$ cat src/rtl/imc_pkg.sv
// Shared definitions for the IMC array sequencer: op codes, FSM states
// and default phase timing.
package imc_pkg;

  typedef enum logic [1:0] {
    OP_WRITE   = 2'b00,
    OP_READ    = 2'b01,
    OP_COMPUTE = 2'b10,
    OP_ILLEGAL = 2'b11
  } imc_op_e;

  typedef enum logic [2:0] {
    ST_IDLE  = 3'd0,
    ST_PRECH = 3'd1,
    ST_GAP   = 3'd2,
    ST_WL    = 3'd3,
    ST_EVAL  = 3'd4,
    ST_SENSE = 3'd5,
    ST_CONV  = 3'd6,
    ST_RESP  = 3'd7
  } imc_state_e;

  localparam int unsigned DEF_ROWS     = 16;
  localparam int unsigned DEF_COLS     = 16;
  localparam int unsigned DEF_ADC_BITS = 4;
  localparam int unsigned DEF_T_PRE    = 2;
  localparam int unsigned DEF_T_WL     = 2;
  localparam int unsigned DEF_T_SA     = 1;
  localparam int unsigned DEF_T_ADC    = 4;

  function automatic int unsigned max4(input int unsigned a, input int unsigned b,
                                       input int unsigned c, input int unsigned d);
    int unsigned m;
    m = a;
    if (b > m) m = b;
    if (c > m) m = c;
    if (d > m) m = d;
    return m;
  endfunction

endpackage

$ cat src/rtl/imc_array_sequencer_checker.sv
// Safety properties on the array pins: write/read wordline exclusion and
// break-before-make between precharge and any wordline.
module imc_array_sequencer_checker #(
  parameter int unsigned ROWS = 16
) (
  input logic            clk,
  input logic            reset_n,
  input logic            pre_any,
  input logic [ROWS-1:0] wwl,
  input logic [ROWS-1:0] rwl,
  input logic [ROWS-1:0] rwlb
);

  // Registered pins are checked once per cycle outside reset.
  always @(posedge clk) begin
    if (reset_n) begin
      assert (!((|wwl) && (|rwl)));
      assert ($onehot0(wwl));
      assert (!(pre_any && ((|wwl) || (|rwl) || (|rwlb))));
    end
  end

endmodule

$ cat src/rtl/imc_phase_timer.sv
// Loadable down-counter timing one sequencer phase; done marks the last
// cycle of the phase.
module imc_phase_timer #(
  parameter int unsigned W = 3
) (
  input  logic         clk,
  input  logic         reset_n,
  input  logic         load,
  input  logic [W-1:0] load_val,
  output logic         done
);

  logic [W-1:0] cnt_r;

  // Load on phase entry, then count down and park at zero.
  always_ff @(posedge clk or negedge reset_n) begin
    if (!reset_n) begin
      cnt_r <= '0;
    end else if (load) begin
      cnt_r <= load_val;
    end else if (cnt_r != '0) begin
      cnt_r <= cnt_r - W'(1);
    end else begin
      cnt_r <= cnt_r;
    end
  end

  assign done = (cnt_r == W'(1));

endmodule

$ cat src/rtl/imc_array_sequencer.sv
// Command sequencer for the 16x16 SRAM in-memory-compute macro: walks the
// precharge / wordline / sense / ADC phases and returns a held response.
module imc_array_sequencer
  import imc_pkg::*;
#(
  parameter int unsigned ROWS     = DEF_ROWS,
  parameter int unsigned COLS     = DEF_COLS,
  parameter int unsigned ADC_BITS = DEF_ADC_BITS,
  parameter int unsigned T_PRE    = DEF_T_PRE,
  parameter int unsigned T_WL     = DEF_T_WL,
  parameter int unsigned T_SA     = DEF_T_SA,
  parameter int unsigned T_ADC    = DEF_T_ADC,
  localparam int unsigned RW      = $clog2(ROWS)
) (
  input  logic                     clk,
  input  logic                     reset_n,
  input  logic                     cmd_valid,
  output logic                     cmd_ready,
  input  logic [1:0]               cmd_op,
  input  logic [RW-1:0]            cmd_row,
  input  logic [COLS-1:0]          cmd_wdata,
  input  logic [ROWS-1:0]          cmd_ivec,
  output logic                     rsp_valid,
  input  logic                     rsp_ready,
  output logic                     rsp_err,
  output logic [COLS-1:0]          rsp_rdata,
  output logic [COLS*ADC_BITS-1:0] rsp_mac,
  output logic                     busy,
  output logic                     PRE_SRAM,
  output logic                     PRE_VLSA,
  output logic                     PRE_CLSA,
  output logic                     PRE_A,
  output logic                     WE,
  output logic                     EN,
  output logic                     SAEN,
  output logic [ROWS-1:0]          WWL,
  output logic [ROWS-1:0]          RWL,
  output logic [ROWS-1:0]          RWLB,
  output logic [COLS-1:0]          Din,
  input  logic [COLS-1:0]          SA_OUT,
  input  logic [COLS*ADC_BITS-1:0] ADC_OUT
);

  localparam int unsigned TW = $clog2(max4(T_PRE, T_WL, T_SA, T_ADC)) + 1;

  imc_state_e state_r, state_s;
  imc_op_e    op_r, op_s;
  logic [RW-1:0]   row_r, row_s;
  logic [COLS-1:0] wdata_r, wdata_s;
  logic [ROWS-1:0] ivec_r, ivec_s;
  logic            err_r, err_s;
  logic            accept_s, illegal_s, done_s, load_s;
  logic [TW-1:0]   load_val_s;
  logic [ROWS-1:0] onehot_s;

  logic cmd_ready_r, busy_r, rsp_valid_r, rsp_err_r;
  logic pre_sram_r, pre_vlsa_r, pre_clsa_r, pre_a_r, we_r, en_r, saen_r;
  logic [ROWS-1:0] wwl_r, rwl_r, rwlb_r;
  logic [COLS-1:0] din_r, rsp_rdata_r;
  logic [COLS*ADC_BITS-1:0] rsp_mac_r;

  logic cmd_ready_s, busy_s, rsp_valid_s;
  logic pre_sram_s, pre_vlsa_s, pre_clsa_s, pre_a_s, we_s, en_s, saen_s;
  logic [ROWS-1:0] wwl_s, rwl_s, rwlb_s;
  logic [COLS-1:0] din_s;

  assign accept_s  = cmd_valid & cmd_ready_r;
  assign illegal_s = (cmd_op == OP_ILLEGAL) || (32'(cmd_row) >= ROWS);

  // Command fields as they will stand after this edge.
  always_comb begin
    if (accept_s) begin
      op_s    = imc_op_e'(cmd_op);
      row_s   = cmd_row;
      wdata_s = cmd_wdata;
      ivec_s  = cmd_ivec;
      err_s   = illegal_s;
    end else begin
      op_s    = op_r;
      row_s   = row_r;
      wdata_s = wdata_r;
      ivec_s  = ivec_r;
      err_s   = err_r;
    end
  end

  // Row decoder for the single-row wordline phases.
  always_comb begin
    onehot_s = '0;
    onehot_s[row_s] = 1'b1;
  end

  // Next-state logic.
  always_comb begin
    state_s = state_r;
    case (state_r)
      ST_IDLE:  if (accept_s) state_s = illegal_s ? ST_GAP : ST_PRECH;
                else          state_s = ST_IDLE;
      ST_PRECH: if (done_s) state_s = ST_GAP;
                else        state_s = ST_PRECH;
      ST_GAP:   if (!done_s)                  state_s = ST_GAP;
                else if (err_r)               state_s = ST_RESP;
                else if (op_r == OP_COMPUTE)  state_s = ST_EVAL;
                else                          state_s = ST_WL;
      ST_WL:    if (!done_s)                  state_s = ST_WL;
                else if (op_r == OP_WRITE)    state_s = ST_RESP;
                else                          state_s = ST_SENSE;
      ST_EVAL:  if (done_s) state_s = ST_CONV;
                else        state_s = ST_EVAL;
      ST_SENSE: if (done_s) state_s = ST_RESP;
                else        state_s = ST_SENSE;
      ST_CONV:  if (done_s) state_s = ST_RESP;
                else        state_s = ST_CONV;
      ST_RESP:  if (rsp_ready) state_s = ST_IDLE;
                else           state_s = ST_RESP;
      default:  state_s = ST_IDLE;
    endcase
  end

  // Phase length for the state being entered.
  always_comb begin
    load_s = (state_s != state_r);
    case (state_s)
      ST_PRECH:        load_val_s = TW'(T_PRE);
      ST_WL, ST_EVAL:  load_val_s = TW'(T_WL);
      ST_SENSE:        load_val_s = TW'(T_SA);
      ST_CONV:         load_val_s = TW'(T_ADC);
      default:         load_val_s = TW'(1);
    endcase
  end

  imc_phase_timer #(.W(TW)) u_timer (
    .clk      (clk),
    .reset_n  (reset_n),
    .load     (load_s),
    .load_val (load_val_s),
    .done     (done_s)
  );

  // Pin values for the state being entered, so the pins can be registered.
  always_comb begin
    cmd_ready_s = 1'b0;
    busy_s      = (state_s != ST_IDLE);
    rsp_valid_s = 1'b0;
    pre_sram_s  = 1'b0;
    pre_vlsa_s  = 1'b0;
    pre_clsa_s  = 1'b0;
    pre_a_s     = 1'b0;
    we_s        = 1'b0;
    en_s        = 1'b0;
    saen_s      = 1'b0;
    wwl_s       = '0;
    rwl_s       = '0;
    rwlb_s      = '0;
    din_s       = '0;
    case (state_s)
      ST_IDLE:  cmd_ready_s = 1'b1;
      ST_PRECH: begin
        pre_sram_s = 1'b1;
        pre_vlsa_s = (op_s == OP_READ);
        pre_clsa_s = (op_s == OP_READ);
        pre_a_s    = (op_s == OP_COMPUTE);
      end
      ST_WL: begin
        if (op_s == OP_WRITE) begin
          wwl_s = onehot_s;
          we_s  = 1'b1;
          din_s = wdata_s;
        end else begin
          rwl_s = onehot_s;
        end
      end
      ST_SENSE: begin
        rwl_s  = onehot_s;
        saen_s = 1'b1;
      end
      ST_EVAL, ST_CONV: begin
        rwl_s  = ivec_s;
        rwlb_s = ~ivec_s;
        en_s   = 1'b1;
      end
      ST_RESP:  rsp_valid_s = 1'b1;
      default:  cmd_ready_s = 1'b0;
    endcase
  end

  // State, latched command and registered array pins.
  always_ff @(posedge clk or negedge reset_n) begin
    if (!reset_n) begin
      state_r     <= ST_IDLE;
      op_r        <= OP_WRITE;
      row_r       <= '0;
      wdata_r     <= '0;
      ivec_r      <= '0;
      err_r       <= 1'b0;
      cmd_ready_r <= 1'b1;
      busy_r      <= 1'b0;
      rsp_valid_r <= 1'b0;
      pre_sram_r  <= 1'b0;
      pre_vlsa_r  <= 1'b0;
      pre_clsa_r  <= 1'b0;
      pre_a_r     <= 1'b0;
      we_r        <= 1'b0;
      en_r        <= 1'b0;
      saen_r      <= 1'b0;
      wwl_r       <= '0;
      rwl_r       <= '0;
      rwlb_r      <= '0;
      din_r       <= '0;
    end else begin
      state_r     <= state_s;
      op_r        <= op_s;
      row_r       <= row_s;
      wdata_r     <= wdata_s;
      ivec_r      <= ivec_s;
      err_r       <= err_s;
      cmd_ready_r <= cmd_ready_s;
      busy_r      <= busy_s;
      rsp_valid_r <= rsp_valid_s;
      pre_sram_r  <= pre_sram_s;
      pre_vlsa_r  <= pre_vlsa_s;
      pre_clsa_r  <= pre_clsa_s;
      pre_a_r     <= pre_a_s;
      we_r        <= we_s;
      en_r        <= en_s;
      saen_r      <= saen_s;
      wwl_r       <= wwl_s;
      rwl_r       <= rwl_s;
      rwlb_r      <= rwlb_s;
      din_r       <= din_s;
    end
  end

  // Response payload changes only on RESP entry so it holds while rsp_valid.
  always_ff @(posedge clk or negedge reset_n) begin
    if (!reset_n) begin
      rsp_err_r   <= 1'b0;
      rsp_rdata_r <= '0;
      rsp_mac_r   <= '0;
    end else if ((state_s == ST_RESP) && (state_r != ST_RESP)) begin
      rsp_err_r   <= err_r;
      rsp_rdata_r <= (state_r == ST_SENSE) ? SA_OUT : '0;
      rsp_mac_r   <= (state_r == ST_CONV) ? ADC_OUT : '0;
    end else begin
      rsp_err_r   <= rsp_err_r;
      rsp_rdata_r <= rsp_rdata_r;
      rsp_mac_r   <= rsp_mac_r;
    end
  end

  assign cmd_ready = cmd_ready_r;
  assign busy      = busy_r;
  assign rsp_valid = rsp_valid_r;
  assign rsp_err   = rsp_err_r;
  assign rsp_rdata = rsp_rdata_r;
  assign rsp_mac   = rsp_mac_r;
  assign PRE_SRAM  = pre_sram_r;
  assign PRE_VLSA  = pre_vlsa_r;
  assign PRE_CLSA  = pre_clsa_r;
  assign PRE_A     = pre_a_r;
  assign WE        = we_r;
  assign EN        = en_r;
  assign SAEN      = saen_r;
  assign WWL       = wwl_r;
  assign RWL       = rwl_r;
  assign RWLB      = rwlb_r;
  assign Din       = din_r;

  imc_array_sequencer_checker #(.ROWS(ROWS)) u_checker (
    .clk     (clk),
    .reset_n (reset_n),
    .pre_any (pre_sram_r | pre_vlsa_r | pre_clsa_r | pre_a_r),
    .wwl     (wwl_r),
    .rwl     (rwl_r),
    .rwlb    (rwlb_r)
  );

endmodule

$ cat config.mk
export PLATFORM = sky130hd
export DESIGN_NAME = imc_array_sequencer
export DESIGN_NICKNAME = d
export VERILOG_FILES = /design/src/rtl/imc_pkg.sv /design/src/rtl/imc_array_sequencer_checker.sv /design/src/rtl/imc_phase_timer.sv /design/src/rtl/imc_array_sequencer.sv
export SDC_FILE = /design/constraint.sdc
export NUM_CORES = 1
export LEC_CHECK = 0
export BUFFER_PORTS_ARGS = -buffer_cell sky130_fd_sc_hd__buf_2
export CAP_MARGIN = 15
export CORE_MARGIN = 2
export CORE_UTILIZATION = 55
export CTS_BUF_LIST = sky130_fd_sc_hd__clkbuf_4 sky130_fd_sc_hd__clkbuf_8 sky130_fd_sc_hd__clkbuf_16
export DETAILED_ROUTE_END_ITERATION = 6
export GPL_TIMING_DRIVEN = 0
export PLACE_DENSITY = 0.83
export RECOVER_POWER = 100
export SYNTH_ARGS = -nofsm -noshare
export SYNTH_HDL_FRONTEND = slang
export SYNTH_HIERARCHICAL = 1
export SYNTH_SLANG_ARGS = --single-unit
$ cat constraint.sdc
create_clock -name clk -period 5.04 [get_ports clk]
set_input_delay 0.504 -clock clk [delete_from_list [all_inputs] [get_ports clk]]
set_output_delay 0.504 -clock clk [all_outputs]
set_load 0.01 [all_outputs]
* Word-level counts from Yosys, hierarchy flattened
Cells that the tools add are included.
** Storage, ports and cells
- Input port bits :: 122
- Logic and storage cells :: 99
- Flip-flop bits (word level) :: 199
- Output and inout port bits :: 155
** Operators by class
- Reduce and logical (&&, ||, !) cells :: 11
- Equality and inequality tests :: 20
- Bitwise gates (word level) :: 2
- Muxes and demuxes :: 40
- $lt $le $gt $ge :: 2
- $add $sub $neg :: 1
** Operator list (number)
- $mux W16 :: 9
- $mux W64 :: 1
- $pmux W16 S3 :: 1
- $eq A3 B3 Y1 const B :: 8
- $pmux W3 S8 :: 1
- $mux W3 :: 7
- $not A16 Y16 :: 1
- $mux W2 :: 7
- $mux W1 :: 11
- $eq A3 B1 Y1 const B :: 3
- $eq A3 B2 Y1 const B :: 3
- $eq A2 B2 Y1 const B :: 3
- $logic_not A3 Y1 :: 2
- $pmux W3 S2 :: 1
- $reduce_bool A3 Y1 :: 2
- $lt A4 B5 Y1 const B :: 1
- $demux W1 S4 :: 1
- $ge A4 B1 Y1 const B :: 1
- $logic_not A2 Y1 :: 2
- $mux W4 :: 1
- $ne A3 B3 Y1 :: 1
- $ne A3 B3 Y1 const B :: 1
- $reduce_or A3 Y1 :: 1
- $sub A3 B1 Y3 const B :: 1
- other kinds (5) :: 6

* Logic depth before layout (Yosys ltp)
Gate-level depths: netlist (run 1).
- Word-level depth :: 9
- Mapped depth :: 13
- Gate-level depth less buffers :: 11

* Modules after synthesis
The synthesis (run 1) kept the hierarchy.
** By module, submodules not included
- imc_array_sequencer :: seq. area each 4906.0 um^2, cells each 762, area an instance 8129.0 um^2, times used 1
- imc_phase_timer :: seq. area each 75.1 um^2, cells each 22, area an instance 219.0 um^2, times used 1

* Worst setup path before layout (run 1)
Ideal clock, no wire load.
- Path kind :: register to register
- Start :: reg u_timer.cnt_r[1]
- End :: reg u_timer.cnt_r[2]
- Required time :: 4.958 ns
- Path buffers :: 3
- Setup time :: 0.082 ns
- Slack :: 2.661 ns
- Cell stages (with the launch flop) :: 14
- Data arrival time :: 2.297 ns
- Period minus slack after synthesis :: 2.379 ns
- Cell sequence :: dfrtp_1 inv_1 ha_1 and2b_2 nor2b_1 o311ai_2 and2_1 buf_4 or3_1 clkbuf_1 clkbuf_1 nor2_1 nor2b_1 a31oi_1
** Between the ends
- Longest elaborated chain between the ends :: 7
- Elaborated cells between the ends (all ways) :: 20
- Classes of those cells :: add/sub: 1; eq/ne: 6; mux: 10; reduce/logical: 3
** Ends and longest elaborated chain
- start: declaration :: RTL line imc_phase_timer.sv:13 : logic [W-1:0] cnt_r;
- start signal: assignment :: RTL line imc_phase_timer.sv:20 : cnt_r <= load_val;
- start signal: assignment :: RTL line imc_phase_timer.sv:22 : cnt_r <= cnt_r - W'(1);
- start signal: assignment :: RTL line imc_phase_timer.sv:24 : cnt_r <= cnt_r;
- $eq A3 B1 Y1 * :: RTL line imc_phase_timer.sv:28 : assign done = (cnt_r == W'(1));
- net done_s :: RTL line imc_array_sequencer.sv:52 : logic accept_s, illegal_s, done_s, load_s;
- $mux W1 (tied with other cells) :: RTL line imc_array_sequencer.sv:112 : ST_CONV: if (done_s) state_s = ST_RESP;
- $pmux W3 S8 * :: RTL line imc_array_sequencer.sv:96 : case (state_r)
- $eq A3 B2 Y1 (tied with other cells) :: RTL line imc_array_sequencer.sv:123 : case (state_s)
- $reduce_or A3 Y1 (no line)
- $pmux W3 S2 * :: RTL line imc_array_sequencer.sv:123
- net load_val_s[2] :: RTL line imc_array_sequencer.sv:53 : logic [TW-1:0] load_val_s;
- $mux W3 * :: RTL line imc_phase_timer.sv:19 : end else if (load) begin
The timed path passes the listed nets; every way through them passes the cells marked *. The select of a mux whose other input is x is not followed.
A chain may end at the register's enable or synchronous reset.

* Final worst setup path (run 1)
- Start :: reg u_timer.cnt_r[1]
- End :: reg din_r[11], in the netlist Din[11]
** Between the ends
- Longest elaborated chain between the ends :: 5
- Elaborated cells between the ends (all ways) :: 10
- Classes of those cells :: eq/ne: 2; mux: 8
** Ends and longest elaborated chain
- $eq A3 B1 Y1 * :: RTL line imc_phase_timer.sv:28
- net done_s :: RTL line imc_array_sequencer.sv:52
- $mux W1 (tied with other cells) :: RTL line imc_array_sequencer.sv:112
- $pmux W3 S8 * :: RTL line imc_array_sequencer.sv:96
- $eq A3 B2 Y1 * :: RTL line imc_array_sequencer.sv:156 : case (state_s)
- $mux W16 * :: RTL line imc_array_sequencer.sv:156
- net din_s[11] :: RTL line imc_array_sequencer.sv:65 : logic [COLS-1:0] din_s;
- end signal: assignment :: RTL line imc_array_sequencer.sv:230 : din_r <= din_s;
- end: declaration :: RTL line imc_array_sequencer.sv:59 : logic [COLS-1:0] din_r, rsp_rdata_r;
The timed path passes the listed nets; every way through them passes the cells marked *.

==> results.yml, run 1 <==
drt:
  drc_errors: 0
  dr.first_iter.drc_count: 299
  viasPerCell: 5.012
  first_pass_iters: 5
  drt_wl_total_um: 20500
  wl_per_cell_um: 15.99
  postRouteAntennaNets: 0
  vias: 6425
layout:
  fin_cells: 1282
  drive_gt1_frac: 0.1712
  final_nets: 1205
  n_fill_cell: 1205
  layout.area.seq_sq_um: 4981
  syn2layout_area_growth_pct: 23.37
  multi_input_area_sq_um: 2663
  fin_util: 0.6851
yosys:
  syn_nets: 909
  synth_top_family_by_area: "simple AND/OR/NAND/NOR gates"
  synthAdderAreaFrac: 0.004496
  synth.distinct_cells: 54
  yosysWarnings: 6
  syn_inst: 784
  synth_edf_count: 0
  yosysTopAreaCellShare: 0.5935
  synthXorXnorAreaFrac: 0.002098
  ys_seq_elements: 199
  syn_area_sq_um: 8348
  synth_compound_area_frac: 0.03912
  synth_common_cells: "nand2_1 (211), dfrtp_1 (198), inv_1 (109)"
  yosysSeqAreaShare: 0.5967
  yosysMostFrequentCell: "nand2_1"
  syn_area_per_cell_sq_um: 10.65
  synth_top_cell_by_area: "dfrtp_1"
  synth_flop_cell: "dfrtp_1"
  synthMuxAreaShare: 0.09967
  ys_top_cells_by_area: "dfrtp_1 (59%), mux2i_1 (9.8%), nand2_1 (9.5%)"
  async_flop_share: 1.000
  yosys.area_share.simple: 0.1772
clocking:
  cts-root-buf: "clkbuf_16"
  holdBufCountCts: 0
  h-tree-depth: 4
  cts_tree: "built"
  cts_resized: 0
  insertion_delay_ns: 0.43
  clock-sinks: 199
  clk_pin_slew_worst_paths_ns: 0.07
  cts_buffer_depth: 2
  cts_buffers: 17
  post_cts_buffers: 0
critical_path:
  crit_chain: "inv_1, ha_1, and2b_1, nor4bb_1, o32ai_2, o21ai_0, or4_2, clkbuf_1, clkbuf_1, nor2b_4"
  regToRegSetupSlack_ns: 1.31
  r2r_start: "u_timer/cnt_r[1]$_DFFE_PN0P_"
  crit_top_cell: "clkbuf_1"
  max_stage_delay_ns: 0.93
  crit_start: "u_timer/cnt_r[1]$_DFFE_PN0P_"
  slowest_stage: "clkbuf_1"
  worst_ep_required_time_ns: 5.31
  critPathKind: "reg2reg"
  crit_path_max_fanout: 10
  end_kind: "flip-flop"
  arrival_ns: 4.00
  critPathLaunchType: "flip-flop"
grt:
  grt_pass1_vias: 6532
  grt_antenna_before_repair: 3
  grt-ovfl-total: 0
  grt_pass1_wl_um: 32860
  grtUsageTotal: 0.2599
  grt_max_degree: 130
place:
  dpl.hpwl_um: 14840
  place_ws_ns: 2.198
  place_congestion: 0.8514
  port_buffers: 276
  placed_cells: 1249
timing:
  fin_worst_skew_ns: 0.01313
  fin_crit_sh: 0.7400
  max-slew-margin-rel: -1.046
  setup_tns_ns: 0
  finalHoldViolations: 0
  hold_ws_ns: 0.01872
  finalSetupViolations: 0
  fin_ws_ns: 1.311
  finalMaxSlewViolations: 130
  fmax_ghz: 0.2681
  post-route-min-period_ns: 3.729
  rsz0062_at_grt: "no"
  worstMarginPinSlew_ns: 3.069
floorplanning:
  die-width_um: 127.2
  start_util: 0.5553
  die_area_sq_um: 16180
  io_pins: 277
  rows: 45
  core-area_sq_um: 15030
  floorplan.die.height_um: 127.2
power:
  leakagePower_nw: 4.862
  power.density_nw_per_um2: 299.6
  peakVddDrop_mv: 0.2515
worst_hold_path:
  hp-class: "in2async"
run_status:
  status: "finished with violations"
  violations: "max-capacitance violations, max-slew violations"
job:
  max_cap_viol_count: 1
## worst max-delay path: cells and delay by family, from the launching register on
kind / cells / cell delay [ns]
AO/OA/AOI/OAI: 2 / 0.84
adder cells (fa/ha/maj): 1 / 0.15
buffers and inverters: 3 / 1.33
flip-flops: 1 / 0.39
AND/OR/NAND/NOR: 4 / 0.86
## worst paths after layout
check                                          to  depth (start not counted)
hold / removal             rsp_mac[4]$_DFFE_PN0P_                          1
setup reg to reg                Din[11]$_DFF_PN0_                         10
setup / recovery                Din[11]$_DFF_PN0_                         10
hold reg to reg              wdata_r[2]$_DFF_PN0_                          2
min in group clk             wdata_r[6]$_DFF_PN0_                          3
max in group asynchronous       op_r[1]$_DFF_PN0_                          2
## state kept, by name, summed over array words and instances (netlist names), 2 cells and up
register,flops
rsp_mac,64
Din,16
RWLB,16
RWL,16
WWL,16
ivec_r,16
rsp_rdata,16
wdata_r,16
row_r,4
state_r,3
u_timer/cnt_r,3
op_r,2
## final cells by class
cell class / instances / area share
repair buffers: 277 / 0.1168
inverters: 110 / 0.04009
flip-flops and latches: 199 / 0.4837
plain buffers: 43 / 0.01725
diodes: 2 / 0.0004860
multi-input cells: 432 / 0.2585
clock buffers: 18 / 0.04264
clock inverters: 13 / 0.01774
well taps: 188 / 0.02284
## report_power, final
group / leakage [nW] / internal (mW) / switching [mW]
combinational: 2.30 / 0.0348 / 0.0448
sequential: 2.26 / 1.60 / 0
clock: 0.302 / 0.771 / 0.640
total: 4.86 / 2.40 / 0.685
## cells by family after synthesis
logic type / Yosys count
and+or+nand+nor: 306
buffers and inverters: 153
adders and majority gates: 3
xor gates and xnor gates: 2
AOI/OAI and AO/OA: 38
DFF: 199
muxes: 83
## routing by layer
layer  global-route usage  up-vias  share of wire
li1                     -     3055              -
met1               0.3064     3062           0.40
met2               0.4437      259           0.49
met3              0.08291       45          0.080
met4               0.1067        4          0.028
met5                    0        -         0.0015
## layout by cell type (no fill, tap or decap), drive strengths merged, types with 2 or more instances in the layout
cell type    n
nand3        3
diode        2
nor4b        2
bufinv       2
or3          4
nor3         2
xnor2        2
nor3b        3
nor2        38
a221oi       2
nor2b       22
clkinv       4
o22ai        2
buf        125
nor4         2
nor4bb       2
a31oi        2
o21ai        4
nand2b       3
clkbuf     213
nand3b       4
a211oi       2
inv        116
dfrtp      198
and3         2
mux2i       82
o32ai       17
ha           3
and2         3
nand2      211
## per-stage QoR
stage               area [sq um]  power [mW]
floorplan                   8348       1.629
global placement            9965       1.706
detailed placement         10000       1.710
CTS                        10620       3.111
global route               10300       3.190
finish                     10300       3.086
No activity file was read; power rests on OpenSTA's default activity.
==> inputs of run 2 (changes only) <==
--- a/config.mk
+++ b/config.mk
@@ -5,14 +5,15 @@
 export SDC_FILE = /design/constraint.sdc
 export NUM_CORES = 1
 export LEC_CHECK = 0
+export ABC_AREA = 1
 export BUFFER_PORTS_ARGS = -buffer_cell sky130_fd_sc_hd__buf_2
 export CAP_MARGIN = 15
 export CORE_MARGIN = 2
-export CORE_UTILIZATION = 55
+export CORE_UTILIZATION = 46
 export CTS_BUF_LIST = sky130_fd_sc_hd__clkbuf_4 sky130_fd_sc_hd__clkbuf_8 sky130_fd_sc_hd__clkbuf_16
 export DETAILED_ROUTE_END_ITERATION = 6
 export GPL_TIMING_DRIVEN = 0
-export PLACE_DENSITY = 0.83
+export PLACE_DENSITY = 0.73
 export RECOVER_POWER = 100
 export SYNTH_ARGS = -nofsm -noshare
 export SYNTH_HDL_FRONTEND = slang
==> constraint.sdc (replaced) <==
create_clock -name clk -period 3.35 [get_ports clk]
set_input_delay 0.335 -clock clk [delete_from_list [all_inputs] [get_ports clk]]
set_output_delay 0.335 -clock clk [all_outputs]
set_load 0.01 [all_outputs]
==> run 2 against run 1 <==
The run still ends with max-capacitance violations, max-slew violations left. Synthesized cell count is 38% higher. Final area is 5.1% higher. Routed wire length is 14% higher. Critical endpoint is now RWL[6]$_DFF_PN0_.
==> results.yml, run 2 <==
timing:
  hold_ws_ns: 0.1535
  post-route-min-period_ns: 2.959
  fin_crit_sh: 0.8833
  finalMaxSlewViolations: 77
  rsz0062_at_grt: "no"
  max-slew-margin-rel: -0.3342
  finalHoldViolations: 0
  worstMarginPinSlew_ns: 2.001
  fin_ws_ns: 0.3910
  fmax_ghz: 0.3380
  fin_worst_skew_ns: 0.01104
  finalSetupViolations: 0
critical_path:
  slowest_stage: "nor2_1"
  critPathKind: "reg2reg"
  reg2reg_depth: 9
  worstReg2RegEnd: "RWL[6]$_DFF_PN0_"
  critPathLaunchType: "flip-flop"
  crit_family: "simple AND/OR/NAND/NOR gates"
  crit_path_max_fanout: 10
  regToRegSetupSlack_ns: 0.39
  worst_ep_required_time_ns: 3.66
  r2r_start: "cmd_ready$_DFF_PN1_"
  path_buf_inv: 3
  end_kind: "flip-flop"
  arrival_ns: 3.27
  crit_chain: "nand2_1, inv_1, clkbuf_1, o21ai_0, nor2_1, clkbuf_1, nor2_1, nand3_1, nand3_1"
  max_stage_delay_ns: 0.56
yosys:
  synth_flop_cell: "dfrtp_1"
  syn_inst: 1080
  ys_top_cells_by_area: "dfrtp_1 (56%), nand2_1 (14%), nor2_1 (7.1%)"
  async_flop_share: 1.000
  synth_top_cell_by_area: "dfrtp_1"
  syn_area_sq_um: 8817
  ys_seq_elements: 199
  synth_common_cells: "nand2_1 (330), dfrtp_1 (198), nor2_1 (167)"
  syn_nets: 1205
  yosysWarnings: 6
  yosysMostFrequentCell: "nand2_1"
  syn_area_per_cell_sq_um: 8.164
  yosysTopAreaCellShare: 0.5619
  yosysSeqAreaShare: 0.5649
  synth.distinct_cells: 32
  synth_edf_count: 0
power:
  p_seq_frac: 0.369
  leakagePower_nw: 6.206
  peakVddDrop_mv: 0.4317
  switching_share: 0.4331
  switching_power_mw: 4.208
  intPower_mw: 5.507
  power.density_nw_per_um2: 897.3
  clkPwrFrac: 0.199
  pwr-share-comb: 0.432
run_status:
  violations: "max-capacitance violations, max-slew violations"
  status: "finished with violations"
clocking:
  cts_buffer_depth: 2
  cts_buffers: 17
  clk_pin_slew_worst_paths_ns: 0.08
  clock-sinks: 199
  insertion_delay_ns: 0.43
  cts_tree: "built"
  cts-root-buf: "clkbuf_16"
  post_cts_buffers: 0
  h-tree-depth: 4
layout:
  finalInstanceArea_sq_um: 10830
  final_nets: 1502
  layout.area.seq_sq_um: 4981
  fin_util: 0.5769
  final_cell_mix: "nand2_1 (331), dfrtp_1 (198), clkbuf_1 (183), nor2_1 (168), inv_1 (142)"
  multi_input_area_sq_um: 2924
  n_fill_cell: 1801
  drive_gt1_frac: 0.1412
  final_common_cell: "nand2_1"
  largest_register_ffs: 64
  syn2layout_area_growth_pct: 22.79
worst_hold_path:
  holdPathEnd: "ivec_r[5]$_DFF_PN0_"
  worstHoldStart: "cmd_ivec[5]"
  hold_path_depth: 3
  hp-class: "in2reg"
grt:
  grt_antenna_before_repair: 3
  grtUsageTotal: 0.2270
  grt_pass1_wl_um: 36340
  grt-ovfl-total: 0
  grt_max_degree: 124
  grt_pass1_vias: 7264
floorplanning:
  rows: 50
  die_area_sq_um: 20290
  floorplan.die.height_um: 142.4
  core-area_sq_um: 18770
  die-width_um: 142.4
  io_pins: 277
  start_util: 0.4698
drt:
  drt_wl_total_um: 23290
  postRouteAntennaNets: 0
  first_pass_iters: 5
  wl_per_cell_um: 14.35
  vias: 7732
  drc_errors: 0
  dr.first_iter.drc_count: 337
  viasPerCell: 4.764
place:
  post_dp_cell_area_sq_um: 10530
  place_congestion: 0.8571
  dpl.hpwl_um: 16710
  place_ws_ns: 0.5085
  port_buffers: 276
job:
  max_cap_viol_count: 1
-- run 2: cell types whose count changed in the layout (fill, tap and decap cells not counted), moves of 5 or more --
cell,before,now
nor2_2,9,3
o32ai_1,16,0
clkbuf_1,194,183
nand3_1,3,125
and2_0,2,15
inv_1,109,142
nor2_1,25,168
nor2b_1,9,0
mux2i_1,82,0
buf_4,2,15
nor2b_4,13,0
buf_6,1,6
o21ai_0,4,10
nand2_1,211,331
-- run 2: worst reg2reg max path: stages, from the launching register on --
cell and delay [ns]:
dfstp_1 0.54, nand2_1 0.17, inv_1 0.11, clkbuf_1 0.44, o21ai_0 0.29, nor2_1 0.56
clkbuf_1 0.44, nor2_1 0.10, nand3_1 0.10, nand3_1 0.09
-- run 2: through the flow --
stage          power, mW  TNS (ns)  std cells
2_1_floorplan      6.513         0       1080
3_3_place_gp       7.985   -274.39       1590
3_5_place_dp       8.066         0       1591
4_1_cts            10.02         0       1622
5_1_grt            10.44         0       1623
6_report           9.715         0       1623
-- run 2: cell families (layout without fill, tap and decap cells) --
group	count (synthesis)	in the layout	synth area share
and+or+nand+nor	664	664	0.3237
buffers and inverters	200	508	0.09848
DFF	199	199	0.5649
AOI/OAI and AO/OA	14	14	0.008656
adders and majority gates	3	3	0.004258
other	0	1	0
-- run 2: timing repair --
item,in CTS,in global routing
hold endpoints to repair,76,0
gates resized for setup,0,0
hold buffers,1,0
-- run 2: final cells by class --
class,count,share of cell area
well taps,234,0.02704
plain buffers,55,0.02889
multi-input cells,681,0.2701
diodes,1,0.0002311
flip-flops and latches,199,0.4601
clock inverters,11,0.008783
repair buffers,278,0.1131
inverters,145,0.05050
clock buffers,19,0.04126
-- run 2: power groups by stage --
stage / Clock [mW] / Combinational [mW] / Sequential [mW]
finish: 1.93 / 4.20 / 3.58
global route: 2.07 / 4.71 / 3.66
CTS: 1.98 / 4.48 / 3.56
detailed placement: 0 / 4.47 / 3.60
global placement: 0 / 4.40 / 3.59
floorplan: 0 / 2.65 / 3.86
-- run 2: how the worst max path moves through the flow --
stage,start,to,cells past startpoint
global route,cmd_ready$_DFF_PN1_,RWL[6]$_DFF_PN0_,9
global placement,reset_n,wdata_r[7]$_DFF_PN0_,1
detailed placement,u_timer/cnt_r[1]$_DFFE_PN0P_,u_timer/cnt_r[0]$_DFFE_PN0P_,16
finish,cmd_ready$_DFF_PN1_,RWL[6]$_DFF_PN0_,9
CTS,u_timer/cnt_r[1]$_DFFE_PN0P_,u_timer/cnt_r[0]$_DFFE_PN0P_,16
floorplan,u_timer/cnt_r[1]$_DFFE_PN0P_,u_timer/cnt_r[0]$_DFFE_PN0P_,16
-- run 2: layer usage --
| metal | global-route usage | part of all wire | up-vias |
|---|---|---|---|
| met5 | 0 | 0.00056 | - |
| met4 | 0.06774 | 0.019 | 2 |
| met3 | 0.06696 | 0.074 | 26 |
| met2 | 0.3704 | 0.46 | 248 |
| met1 | 0.2943 | 0.44 | 3612 |
| li1 | - | - | 3844 |
==> inputs of run 3 (changes only) <==
--- a/config.mk
+++ b/config.mk
@@ -5,15 +5,14 @@
 export SDC_FILE = /design/constraint.sdc
 export NUM_CORES = 1
 export LEC_CHECK = 0
-export ABC_AREA = 1
 export BUFFER_PORTS_ARGS = -buffer_cell sky130_fd_sc_hd__buf_2
 export CAP_MARGIN = 15
 export CORE_MARGIN = 2
 export CORE_UTILIZATION = 46
 export CTS_BUF_LIST = sky130_fd_sc_hd__clkbuf_4 sky130_fd_sc_hd__clkbuf_8 sky130_fd_sc_hd__clkbuf_16
 export DETAILED_ROUTE_END_ITERATION = 6
-export GPL_TIMING_DRIVEN = 0
-export PLACE_DENSITY = 0.73
+export GPL_ROUTABILITY_DRIVEN = 0
+export PLACE_DENSITY = 0.74
 export RECOVER_POWER = 100
 export SYNTH_ARGS = -nofsm -noshare
 export SYNTH_HDL_FRONTEND = slang
==> run 3 against run 2 <==
The run still ends with max-capacitance violations, max-slew violations left. Register-to-register slack gained 0.05 ns. Sequential cell count is the same. Die area shrank 5.2%. Maximum frequency grew 1.6%. Clock skew grew 0.0038 ns. Combinational power shrank 97%. Final area shrank 5.2%. Routed wire length shrank 13%. Sequential share of layout area grew 2.5 points. Worst setup slack gained 0.047 ns.
==> results.yml, run 3 (same netlist as run 1, synthesis figures left out) <==
layout:
  n_fill_cell: 1634
  final_cell_mix: "nand2_1 (211), dfrtp_1 (198), clkbuf_1 (156), buf_2 (120), inv_1 (109)"
  drive_gt1_frac: 0.1812
  fin_util: 0.5732
  final_nets: 1177
  final_common_cell: "nand2_1"
  syn2layout_area_growth_pct: 22.92
  largest_register_ffs: 64
clocking:
  cts_tree: "built"
  h-tree-depth: 4
  clock-sinks: 199
  cts-root-buf: "clkbuf_16"
  clk_pin_slew_worst_paths_ns: 0.07
  insertion_delay_ns: 0.44
  cts_buffers: 17
  cts_buffer_depth: 2
  cts_resized: 0
floorplanning:
  die_area_sq_um: 19240
  core-area_sq_um: 17900
  io_pins: 277
  die-width_um: 138.7
  rows: 49
  floorplan.die.height_um: 138.7
  start_util: 0.4663
drt:
  viasPerCell: 4.801
  vias: 6227
  postRouteAntennaNets: 0
  wl_per_cell_um: 15.55
  dr.first_iter.drc_count: 261
  drc_errors: 0
  drt_wl_total_um: 20160
  first_pass_iters: 5
power:
  clkPwrFrac: 0.447
  switching_power_mw: 1.034
  leakagePower_nw: 4.866
  peakVddDrop_mv: 0.3574
  p_seq_frac: 0.525
  intPower_mw: 3.539
  switching_share: 0.2261
  power.density_nw_per_um2: 445.6
  pwr-share-comb: 0.028
timing:
  worstMarginPinSlew_ns: 2.067
  fmax_ghz: 0.3434
  post-route-min-period_ns: 2.912
  hold_ws_ns: 0.1014
  rsz0062_at_grt: "no"
  fin_crit_sh: 0.8694
  finalHoldViolations: 0
  fin_worst_skew_ns: 0.01483
  finalSetupViolations: 0
  setup_tns_ns: 0
  max-slew-margin-rel: -0.3783
  finalMaxSlewViolations: 83
grt:
  grt_pass1_wl_um: 32680
  grt_pass1_vias: 6390
  grt_max_degree: 84
  grtUsageTotal: 0.2111
  grt_antenna_before_repair: 4
  grt-ovfl-total: 0
run_status:
  violations: "max-capacitance violations, max-slew violations"
  status: "finished with violations"
critical_path:
  arrival_ns: 3.27
  critPathKind: "reg2reg"
  crit_path_max_fanout: 33
  end_kind: "flip-flop"
  worst_ep_required_time_ns: 3.70
  critPathLaunchType: "flip-flop"
worst_hold_path:
  hp-class: "in2reg"
job:
  max_cap_viol_count: 1
place:
  dpl.hpwl_um: 14330
  port_buffers: 276
## run 3: worst max-delay path, stage by stage, from the launching register on
cell	delay (ns)
dfrtp_1	0.40
ha_1	0.20
and2b_2	0.23
nor2b_1	0.14
o311ai_0	0.18
and2_0	0.46
inv_2	0.12
or4_4	0.83
nor2_1	0.23
## run 3: power groups by stage
stage	logic, mW	registers [mW]	clock network, mW
after detailed placement	0.131	2.45	0
after CTS	0.133	2.40	2.09
after global routing	0.145	2.40	2.21
after global placement	0.132	2.45	0
final	0.127	2.40	2.04
after floorplan	0.00253	2.45	0
## run 3: per-layer routing
| layer | share of wire | vias up | wire (um) | GRT usage |
|---|---|---|---|---|
| li1 | - | 2991 | - | - |
| met1 | 0.42 | 2994 | 8442 | 0.2651 |
| met2 | 0.48 | 219 | 9753 | 0.3502 |
| met3 | 0.084 | 19 | 1697 | 0.07597 |
| met4 | 0.012 | 4 | 243 | 0.05582 |
| met5 | 0.0013 | - | 27 | 0 |
## run 3: path summary, 6_finish.rpt
path	from	endpoint	slack, ns	depth (start not counted)
setup / recovery	u_timer/cnt_r[0]$_DFFE_PN0P_	WWL[14]$_DFF_PN0_	0.44	8
max in group asynchronous	reset_n	rsp_mac[19]$_DFFE_PN0P_	0.82	3
setup reg to reg	u_timer/cnt_r[0]$_DFFE_PN0P_	WWL[14]$_DFF_PN0_	0.44	8
min in group asynchronous	reset_n	rsp_mac[29]$_DFFE_PN0P_	1.01	2
hold / removal	cmd_wdata[1]	wdata_r[1]$_DFF_PN0_	0.10	3
hold reg to reg	wdata_r[1]$_DFF_PN0_	wdata_r[1]$_DFF_PN0_	0.47	2
## run 3: cell type report
type                       instances  area, sq um  area share
antenna                            3        7.507   0.0007316
timing repair buffer             292         1324      0.1290
clock inverter                    14        163.9     0.01597
multi-input combinational        432         2646      0.2579
clock buffer                      18        439.2     0.04280
sequential                       199         4981      0.4854
tap                              229        286.5     0.02792
inverter                         110        412.9     0.04024
## run 3: repair_timing
item                                    4_1_cts  5_1_grt
endpoints found under the hold margin        78        0
hold buffers                                  1        0
setup buffers                                 0        0
endpoints found under the setup margin        0        0
## run 3: per-stage QoR
stage                     std cells  worst slack [ns]  total power [mW]  cell area (sq um)
final                          1297            0.4376             4.572              10260
after global routing           1294            0.2557             4.754              10250
after CTS                      1294            0.5934             4.625              10530
after detailed placement       1261            0.6019             2.579               9915
after global placement         1261            0.6802             2.579               9915
after floorplan                 784            0.9707             2.451               8348
